`src/rtl/recip_pkg.sv`:
```
// Shared types and constants for the iterative float32 reciprocal.
// Seed constants are Q2.FRAC_W fixed point, truncated toward zero.
package recip_pkg;

    typedef enum logic [2:0] {
        IDLE,
        SEED,
        MUL_A,
        MUL_B,
        PACK,
        DONE
    } state_t;

    localparam int FRAC_W_DEF = 30;
    localparam int EXP_W      = 8;
    localparam int MAN_W      = 23;

    localparam logic [31:0] QNAN = 32'h7FC0_0000;
    localparam logic [31:0] INF  = 32'h7F80_0000;

    function automatic logic [63:0] seed_const(
        input int unsigned num,
        input int unsigned fw
    );
        return (64'(num) << fw) / 64'd17;
    endfunction

    localparam logic [63:0] C48_17 = seed_const(48, FRAC_W_DEF);
    localparam logic [63:0] C32_17 = seed_const(32, FRAC_W_DEF);

endpackage

```
`src/rtl/fp32_classify.sv`:
```
// Splits a float32 into fields and flags its special classes.
// Denormals are reported separately; the caller flushes them to zero.
module fp32_classify
    import recip_pkg::*;
(
    input  logic [31:0]      op,
    output logic             sign,
    output logic [EXP_W-1:0] expo,
    output logic [MAN_W-1:0] man,
    output logic             is_zero,
    output logic             is_denorm,
    output logic             is_inf,
    output logic             is_nan
);

    logic exp_min;
    logic exp_max;
    logic man_nz;

    assign sign = op[31];
    assign expo = op[30 -: EXP_W];
    assign man  = op[MAN_W-1:0];

    assign exp_min = (expo == '0);
    assign exp_max = (expo == '1);
    assign man_nz  = (man != '0);

    assign is_zero   = exp_min & ~man_nz;
    assign is_denorm = exp_min & man_nz;
    assign is_inf    = exp_max & ~man_nz;
    assign is_nan    = exp_max & man_nz;

endmodule

```
`src/rtl/recip_nr_iterative.sv`:
```
// Serial float32 reciprocal: Newton-Raphson refinement of a linear
// seed using a single shared multiplier, one half-iteration per cycle.
module recip_nr_iterative
    import recip_pkg::*;
#(
    parameter int ITER   = 3,
    parameter int FRAC_W = FRAC_W_DEF
) (
    input  logic        clk,
    input  logic        rst_n,
    input  logic        in_valid,
    output logic        in_ready,
    input  logic [31:0] in,
    output logic        out_valid,
    input  logic        out_ready,
    output logic [31:0] recip,
    output logic        busy
);

    localparam int W  = FRAC_W + 2;
    localparam int PW = 2 * W;
    localparam int CW = 3;

    localparam logic [W-1:0] K48 = W'(seed_const(48, FRAC_W));
    localparam logic [W-1:0] K32 = W'(seed_const(32, FRAC_W));
    localparam logic [W-1:0] TWO = {2'b10, {FRAC_W{1'b0}}};

    state_t state;
    state_t state_n;

    logic [31:0]   op;
    logic [W-1:0]  d;
    logic [W-1:0]  x;
    logic [W-1:0]  t;
    logic [CW-1:0] cnt;
    logic [CW-1:0] cnt_inc;

    logic             f_sign;
    logic [EXP_W-1:0] f_exp;
    logic [MAN_W-1:0] f_man;
    logic             f_zero;
    logic             f_denorm;
    logic             f_inf;
    logic             f_nan;

    fp32_classify u_classify (
        .op        (op),
        .sign      (f_sign),
        .expo      (f_exp),
        .man       (f_man),
        .is_zero   (f_zero),
        .is_denorm (f_denorm),
        .is_inf    (f_inf),
        .is_nan    (f_nan)
    );

    logic [W-1:0]  d_calc;
    logic [W-1:0]  two_minus_t;
    logic [W-1:0]  mul_a;
    logic [W-1:0]  mul_b;
    logic [PW-1:0] prod;
    logic [W-1:0]  prod_hi;
    logic [W-1:0]  prod_lo;
    logic          unused_prod;

    // D = 1.m / 2 in Q1.(FRAC_W+1)
    assign d_calc      = {1'b0, 1'b1, f_man, {(FRAC_W - MAN_W){1'b0}}};
    assign two_minus_t = TWO - t;
    assign cnt_inc     = cnt + 1'b1;

    always_comb begin
        mul_a = x;
        mul_b = d;
        if (state == SEED) begin
            mul_a = K32;
            mul_b = d_calc;
        end else if (state == MUL_B) begin
            mul_b = two_minus_t;
        end
    end

    // The only multiplier: Q2 x Q1 products drop FRAC_W+1 bits, Q2 x Q2 drop FRAC_W
    assign prod        = PW'(mul_a) * PW'(mul_b);
    assign prod_hi     = prod[FRAC_W+1 +: W];
    assign prod_lo     = prod[FRAC_W +: W];
    assign unused_prod = ^{prod[PW-1], prod[FRAC_W-1:0]};

    logic        flush_zero;
    logic        tiny;
    logic        special;
    logic [31:0] special_val;

    // Results whose exponent field would be <= 0 are known from e alone
    assign tiny = (f_exp == 8'hFE)
                | ((f_exp == 8'hFD) & (f_man != '0));
    assign flush_zero = f_zero | f_denorm;
    assign special    = f_nan | flush_zero | f_inf | tiny;

    always_comb begin
        special_val = {f_sign, 31'h0};
        if (f_nan) begin
            special_val = QNAN;
        end else if (flush_zero) begin
            special_val = {f_sign, INF[30:0]};
        end
    end

    int               e_res;
    logic [MAN_W-1:0] mant;
    logic [31:0]      pack_val;

    // Result is X * 2^(126-e); X normally lies in [1,2)
    always_comb begin
        e_res = 253 - int'(f_exp);
        mant  = x[FRAC_W-1 -: MAN_W];
        if (f_man == '0) begin
            e_res = 254 - int'(f_exp);
            mant  = '0;
        end else if (x[FRAC_W+1]) begin
            e_res = 254 - int'(f_exp);
            mant  = x[FRAC_W -: MAN_W];
        end else if (!x[FRAC_W]) begin
            e_res = 252 - int'(f_exp);
            mant  = x[FRAC_W-2 -: MAN_W];
        end
        if (e_res <= 0) begin
            pack_val = {f_sign, 31'h0};
        end else begin
            pack_val = {f_sign, e_res[EXP_W-1:0], mant};
        end
    end

    always_comb begin
        state_n = state;
        unique case (state)
            IDLE:    if (in_valid) state_n = SEED;
            SEED:    state_n = special ? DONE : MUL_A;
            MUL_A:   state_n = MUL_B;
            MUL_B:   state_n = (cnt_inc == CW'(ITER)) ? PACK : MUL_A;
            PACK:    state_n = DONE;
            DONE:    if (out_ready) state_n = IDLE;
            default: state_n = IDLE;
        endcase
    end

    always_ff @(posedge clk or negedge rst_n) begin
        if (!rst_n) begin
            state <= IDLE;
        end else begin
            state <= state_n;
        end
    end

    always_ff @(posedge clk or negedge rst_n) begin
        if (!rst_n) begin
            op    <= '0;
            d     <= '0;
            x     <= '0;
            t     <= '0;
            cnt   <= '0;
            recip <= '0;
        end else begin
            unique case (state)
                IDLE: begin
                    if (in_valid) op <= in;
                end
                SEED: begin
                    d   <= d_calc;
                    x   <= K48 - prod_hi;
                    cnt <= '0;
                    if (special) recip <= special_val;
                end
                MUL_A: begin
                    t <= prod_hi;
                end
                MUL_B: begin
                    x   <= prod_lo;
                    cnt <= cnt_inc;
                end
                PACK: begin
                    recip <= pack_val;
                end
                default: begin
                end
            endcase
        end
    end

    assign in_ready  = (state == IDLE);
    assign out_valid = (state == DONE);
    assign busy      = (state != IDLE);

endmodule

```
`config.mk`:
```
export PLATFORM = sky130hd
export DESIGN_NAME = recip_nr_iterative
export DESIGN_NICKNAME = d
export VERILOG_FILES = /design/src/rtl/recip_pkg.sv /design/src/rtl/fp32_classify.sv /design/src/rtl/recip_nr_iterative.sv
export SDC_FILE = /design/constraint.sdc
export NUM_CORES = 2
export LEC_CHECK = 0
export ABC_AREA = 1
export CAP_MARGIN = 20
export CORE_MARGIN = 2
export CORE_UTILIZATION = 59
export CTS_CLUSTER_DIAMETER = 100
export DETAILED_ROUTE_END_ITERATION = 7
export GPL_ROUTABILITY_DRIVEN = 1
export HOLD_SLACK_MARGIN = 0.06
export PLACE_DENSITY_LB_ADDON = 0.25
export SETUP_SLACK_MARGIN = 0.5
export SKIP_CTS_REPAIR_TIMING = 1
export SLEW_MARGIN = 20
export SYNTH_ARGS = -nofsm -noshare
export SYNTH_HDL_FRONTEND = slang
export SYNTH_SLANG_ARGS = --single-unit
export TNS_END_PERCENT = 20
```
`constraint.sdc`:
```
create_clock -name clk -period 9.76 [get_ports clk]
set_clock_uncertainty 0.1 [all_clocks]
set_input_delay 0.976 -clock clk [delete_from_list [all_inputs] [get_ports clk]]
set_output_delay 0.976 -clock clk [all_outputs]
set_load 0.01 [all_outputs]
```
==> Word level (Yosys, flattened, before mapping) <==
Cells that the tools add are included.
{ "classes": {"addsub": 6, "multipliers": 1, "n_lt_le_gt_ge": 1, "eq_ne": 12, "muxes": 21, "n_bitwise": 11, "n_reduce_logical": 10} }
{ "op_table": {"columns": ["cell", "n"], "rows": [
  ["$mux W32", 8],
  ["$pmux W32 S2", 2],
  ["$mux W23", 3],
  ["$sub A32 B32 Y32 const A", 2],
  ["$mul A32 B32 Y63", 1],
  ["$mux W31", 2],
  ["$le A32 B1 Y1 const B", 1],
  ["$sub A8 B8 Y9 const A", 3],
  ["$eq A8 B8 Y1 const B", 3],
  ["$logic_not A23 Y1", 1],
  ["$reduce_bool A23 Y1", 1],
  ["$pmux W3 S6", 1],
  ["$mux W3", 4],
  ["$eq A3 B2 Y1 const B", 3],
  ["$logic_not A8 Y1", 1],
  ["$eq A3 B3 Y1 const B", 2],
  ["$pmux W3 S2", 1],
  ["$reduce_and A2 Y1", 3],
  ["$and A1 B1 Y1", 5],
  ["$or A1 B1 Y1", 5],
  ["$ne A2 B2 Y1 const B", 2],
  ["$reduce_bool A2 Y1", 2],
  ["$add A3 B1 Y3 const B", 1],
  ["$eq A3 B1 Y1 const B", 1],
  ["4 further kinds", 4]
]} }
{ "totals": {"regBits": 158, "inputBits": 36, "output_inout_bits": 35} }

==> Logic depth before layout (Yosys ltp) <==
{ "logic_depth": {"word_depth": 9, "depth_mapped": 59, "mapped_depth_nobuf": 58} }

==> Cells and area by module <==
Synthesis repeated with hierarchy kept, for this count alone.
{ "unflattened": {"hier_cells": 5591, "hier_area_um2": 43277.8} }
{ "modules_own_cells": {"columns": ["mod", "instances", "cells_per_inst", "area_each_um2", "seq_area_each_um2"], "rows": [
  ["recip_nr_iterative", 1, 5520, 42873.6, 3953.8],
  ["fp32_classify", 1, 71, 404.1, 0.0]
]} }

==> Worst setup path after synthesis <==
OpenSTA, ideal clock, no wires.
{ "synth_path": {"path_type": "register to register", "from": "register t[0]", "to": "register x[22]", "setup_time_ns": 0.118, "t_arrival_ns": 8.648, "required_ns": 9.542, "slack_ns": 0.894, "stages_incl_launch_ff": 53, "n_path_buf": 1, "synth_period_minus_slack_ns": 8.866, "cell_sequence": "dfrtp_1 > inv_1 > ha_1 > nand2_1 > nor2_2 > nand2_1 > inv_1 > nand3_1 > nor2_2 > inv_1 > nor2_2 > nand4_1 > nor4_2 > nand3_1 > nand3b_1 > o21ai_0 > o211ai_1 > nand2_2 > [17 not listed] > nor2_1 > inv_1 > nor2_1 > inv_1 > nor3_2 > nand2_2 > nand2_1 > nand2_1 > nand2_2 > nand2_4 > inv_2 > nand2_2 > a21oi_1 > nand2_1 > nand2_1 > nand2_1 > xor2_1 > a21o_1"} }
{ "synth_via": {"elab_chain_len": 6} }
{ "synth_lines": {"columns": ["element", "line_no", "source"], "rows": [
  ["start: declaration", "recip_nr_iterative.sv:34", "logic [W-1:0] t;"],
  ["start signal: assignment", "recip_nr_iterative.sv:174", "t <= prod_hi;"],
  ["$sub A32 B32 Y32 (*)", "recip_nr_iterative.sv:68", "assign two_minus_t = TWO - t;"],
  ["$mux W32 (*)", "recip_nr_iterative.sv:77", "end else if (state == MUL_B) begin"],
  ["$mux W32 (*)", "recip_nr_iterative.sv:74", "if (state == SEED) begin"],
  ["$mul A32 B32 Y63 (*)", "recip_nr_iterative.sv:83", "assign prod = PW'(mul_a) * PW'(mul_b);"],
  ["$sub A32 B32 Y32", "recip_nr_iterative.sv:169", "x <= K48 - prod_hi;"],
  ["$pmux W32 S2 (*)", "recip_nr_iterative.sv:163", "unique case (state)"],
  ["end signal: assignment", "recip_nr_iterative.sv:169", null],
  ["end signal: assignment", "recip_nr_iterative.sv:177", "x <= prod_lo;"],
  ["end: declaration", "recip_nr_iterative.sv:33", "logic [W-1:0] x;"]
]} }
Every way passes the cells marked *; elsewhere a longest branch is shown, timed or not.
A chain may end at the register's enable or synchronous reset.

==> Worst setup path after layout <==
{ "layout_path": {"from": "register t[1]", "to": "register x[30]"} }
Same word-level chain as after synthesis.

==> results.yml <==
detailed_routing:
  routedWlPerCell_um: 23.8
  viasPerCell: 5.80
  vias: 40200
  final_antenna_net_count: 0
  drc: 0
  drt_iter0_drc: 5010
  wirelength_um: 165000
  detailedRoute.firstPassIterationCount: 6
setup_path:
  critPathMaxStageDelay_ps: 620
  critPathSlowestCell: "fa_2"
  cp_max_fo: 4
  worstSetupEndpointType: "register"
  critPathRequiredTime_ps: 9980
  cp-start-kind: "register"
  crit_type: "reg -> reg"
  arrival_ps: 10130
yosys:
  ys_seq_area_share_pct: 9.24
  syn-num-nets: 6724
  synth_edf_count: 0
  avgSynthCellArea_um2: 7.74
  ys_warn_count: 0
  syn-cell-area_um2: 42800
  synth-main-ff-cell: "dfrtp_1"
  synthTopCellsByCount: "inv_1 (1248), nand2_1 (1195), fa_1 (894)"
  synth_area_leader_cell: "fa_1"
  synth_cell_types: 60
  synthTopCellsByArea: "fa_1 (42%), inv_1 (11%), nand2_1 (10%), dfrtp_1 (9.2%), ha_1 (7.7%)"
  syn_inst: 5530
  synth-async-reset-ratio_pct: 100
  yosysTopAreaCellShare_pct: 41.8
  yosys_register_bits: 158
  yosysMostFrequentCell: "inv_1"
die:
  rows: 98
  die_x_um: 273
  core-area_um2: 71600
  dieHeight_um: 273
  dieArea_um2: 74700
  ios: 71
  start_util_pct: 59.8
global_routing:
  grt.total_usage_pct: 44.3
  grt_overflow_total: 0
  grt_max_degree: 86
  grt_pass1_vias: 39600
  grt_pass1_wl_um: 242000
  antenna_found_initial: 4
sta:
  rsz0062_at_grt: "yes"
  hold_viol: 0
  fmax_mhz: 101
  finalSetupViolations: 20
  max_slew_margin_pct: 32.0
  worst_pin_slew_ps: 1020
  min_period_over_period_pct: 102
  finalCriticalPeriod_ps: 9920
  fin_ws_ps: -157
  slew_viol_final: 0
cts:
  clock_path_buffers: 2
  clk_pin_slew_worst_paths_ps: 70
  cts_tree: "built"
  clock-sinks: 158
  h-tree-depth: 4
  insertion_delay_ps: 450
  root_buffer: "clkbuf_16"
  numCtsBuffers: 17
place:
  port_buffers: 70
  place.gp.congestion: 1.11
  dpl_worst_slack_ps: -512
  hpwlAfterDp_um: 137000
status:
  status: "finished, violations left"
  violations: "negative setup slack"
final_layout:
  drive_above_1_share_pct: 18.3
  fillCellCount: 5851
  nets: 7156
  area_growth_pct: 19.9
hold_path:
  hp-class: "reg -> reg"
job:
  maxCapViolCount: 0
path summary, 6_finish.rpt:
| path | from | endpoint | slack [ps] | cells after the start |
|---|---|---|---|---|
| setup / recovery | t[1] | x[30] | -160 | 55 |
| min in group asynchronous | rst_n | x[24] | 500 | 1 |
| hold reg to reg | d[30] | d[30] | 360 | 2 |
| max in group asynchronous | rst_n | op[24] | 7480 | 2 |
| setup reg to reg | t[1] | x[30] | -160 | 55 |
| hold / removal | d[30] | d[30] | 360 | 2 |
critical path, delay by kind of cell, from the launching register on:
family / cells / cell delay [ps]
XOR/XNOR: 1 / 170
buffers and inverters: 14 / 1280
adder cells (fa/ha/maj): 10 / 4710
flip-flops: 1 / 390
AO/OA/AOI/OAI: 2 / 120
AND/OR/NAND/NOR: 28 / 2960
stage by stage:
stage / area (um^2) / TNS (ps) / utilization, % / std cells / hold WS (ps)
5_1_grt: 51300 / -10330 / 71.7 / 6925 / 369
4_1_cts: 48600 / -8340 / 67.9 / 6869 / 358
2_1_floorplan: 42800 / 0 / - / 5530 / 320
6_report: 51300 / -1570 / 71.7 / 6929 / 362
3_3_place_gp: 48000 / -5250 / 67.0 / 6837 / 337
3_5_place_dp: 48000 / -7120 / 67.0 / 6837 / 341
layout make-up:
| cell class | count | area, um^2 | share of cell area, % |
|---|---|---|---|
| timing repair inverter | 1 | 6.26 | 0.0122 |
| timing repair buffer | 610 | 5330 | 10.4 |
| antenna | 4 | 10.0 | 0.0195 |
| sequential | 158 | 3950 | 7.70 |
| inverter | 1280 | 4850 | 9.45 |
| multi-input combinational | 3894 | 35300 | 68.9 |
| tap | 950 | 1190 | 2.32 |
| clock buffer | 18 | 429 | 0.836 |
| clock inverter | 14 | 205 | 0.400 |
per-layer routing:
layer	vias up	track usage (%)	wire [um]
met5	-	0	11
met2	2568	66.8	72100
met1	19900	61.0	61800
met3	472	10.4	20900
li1	17200	-	-
met4	2	20.6	9860
state kept, by name (all words and copies together) (netlist names):
name and cells:
x 32, d 24, state 3, op 32, cnt 3, t 32, recip 32
layout by cell type (no fill, tap or decap), types with 21 or more instances in the layout:
cell and instances:
inv_1 1204, nand2_1 1087, fa_1 873, nor2_1 618
buf_4 482, ha_1 239, o21ai_0 171, dfrtp_1 158
a21oi_1 153, nand3_1 99, nand2_2 92, clkdlybuf4s50_1 69
nor2_2 57, nand2_4 52, inv_2 51, nor2_4 50
a21oi_2 44, buf_12 39, nand3_2 33, nand4_1 25
o31ai_1 24, ha_4 22, xor2_1 21, fa_2 21
cell families after synthesis:
group | count (synthesis) | synth area share, %
AND/OR/NAND/NOR | 2194 | 20.8
buffers and inverters | 1478 | 13.1
adder cells (fa/ha/maj) | 1158 | 49.5
AO/OA/AOI/OAI | 505 | 6.49
flip-flops | 158 | 9.24
XOR/XNOR | 29 | 0.593
multiplexers | 8 | 0.208
Power is not shown: default switching activity piles up to over one toggle a cycle in this logic, so the estimate is an artifact.
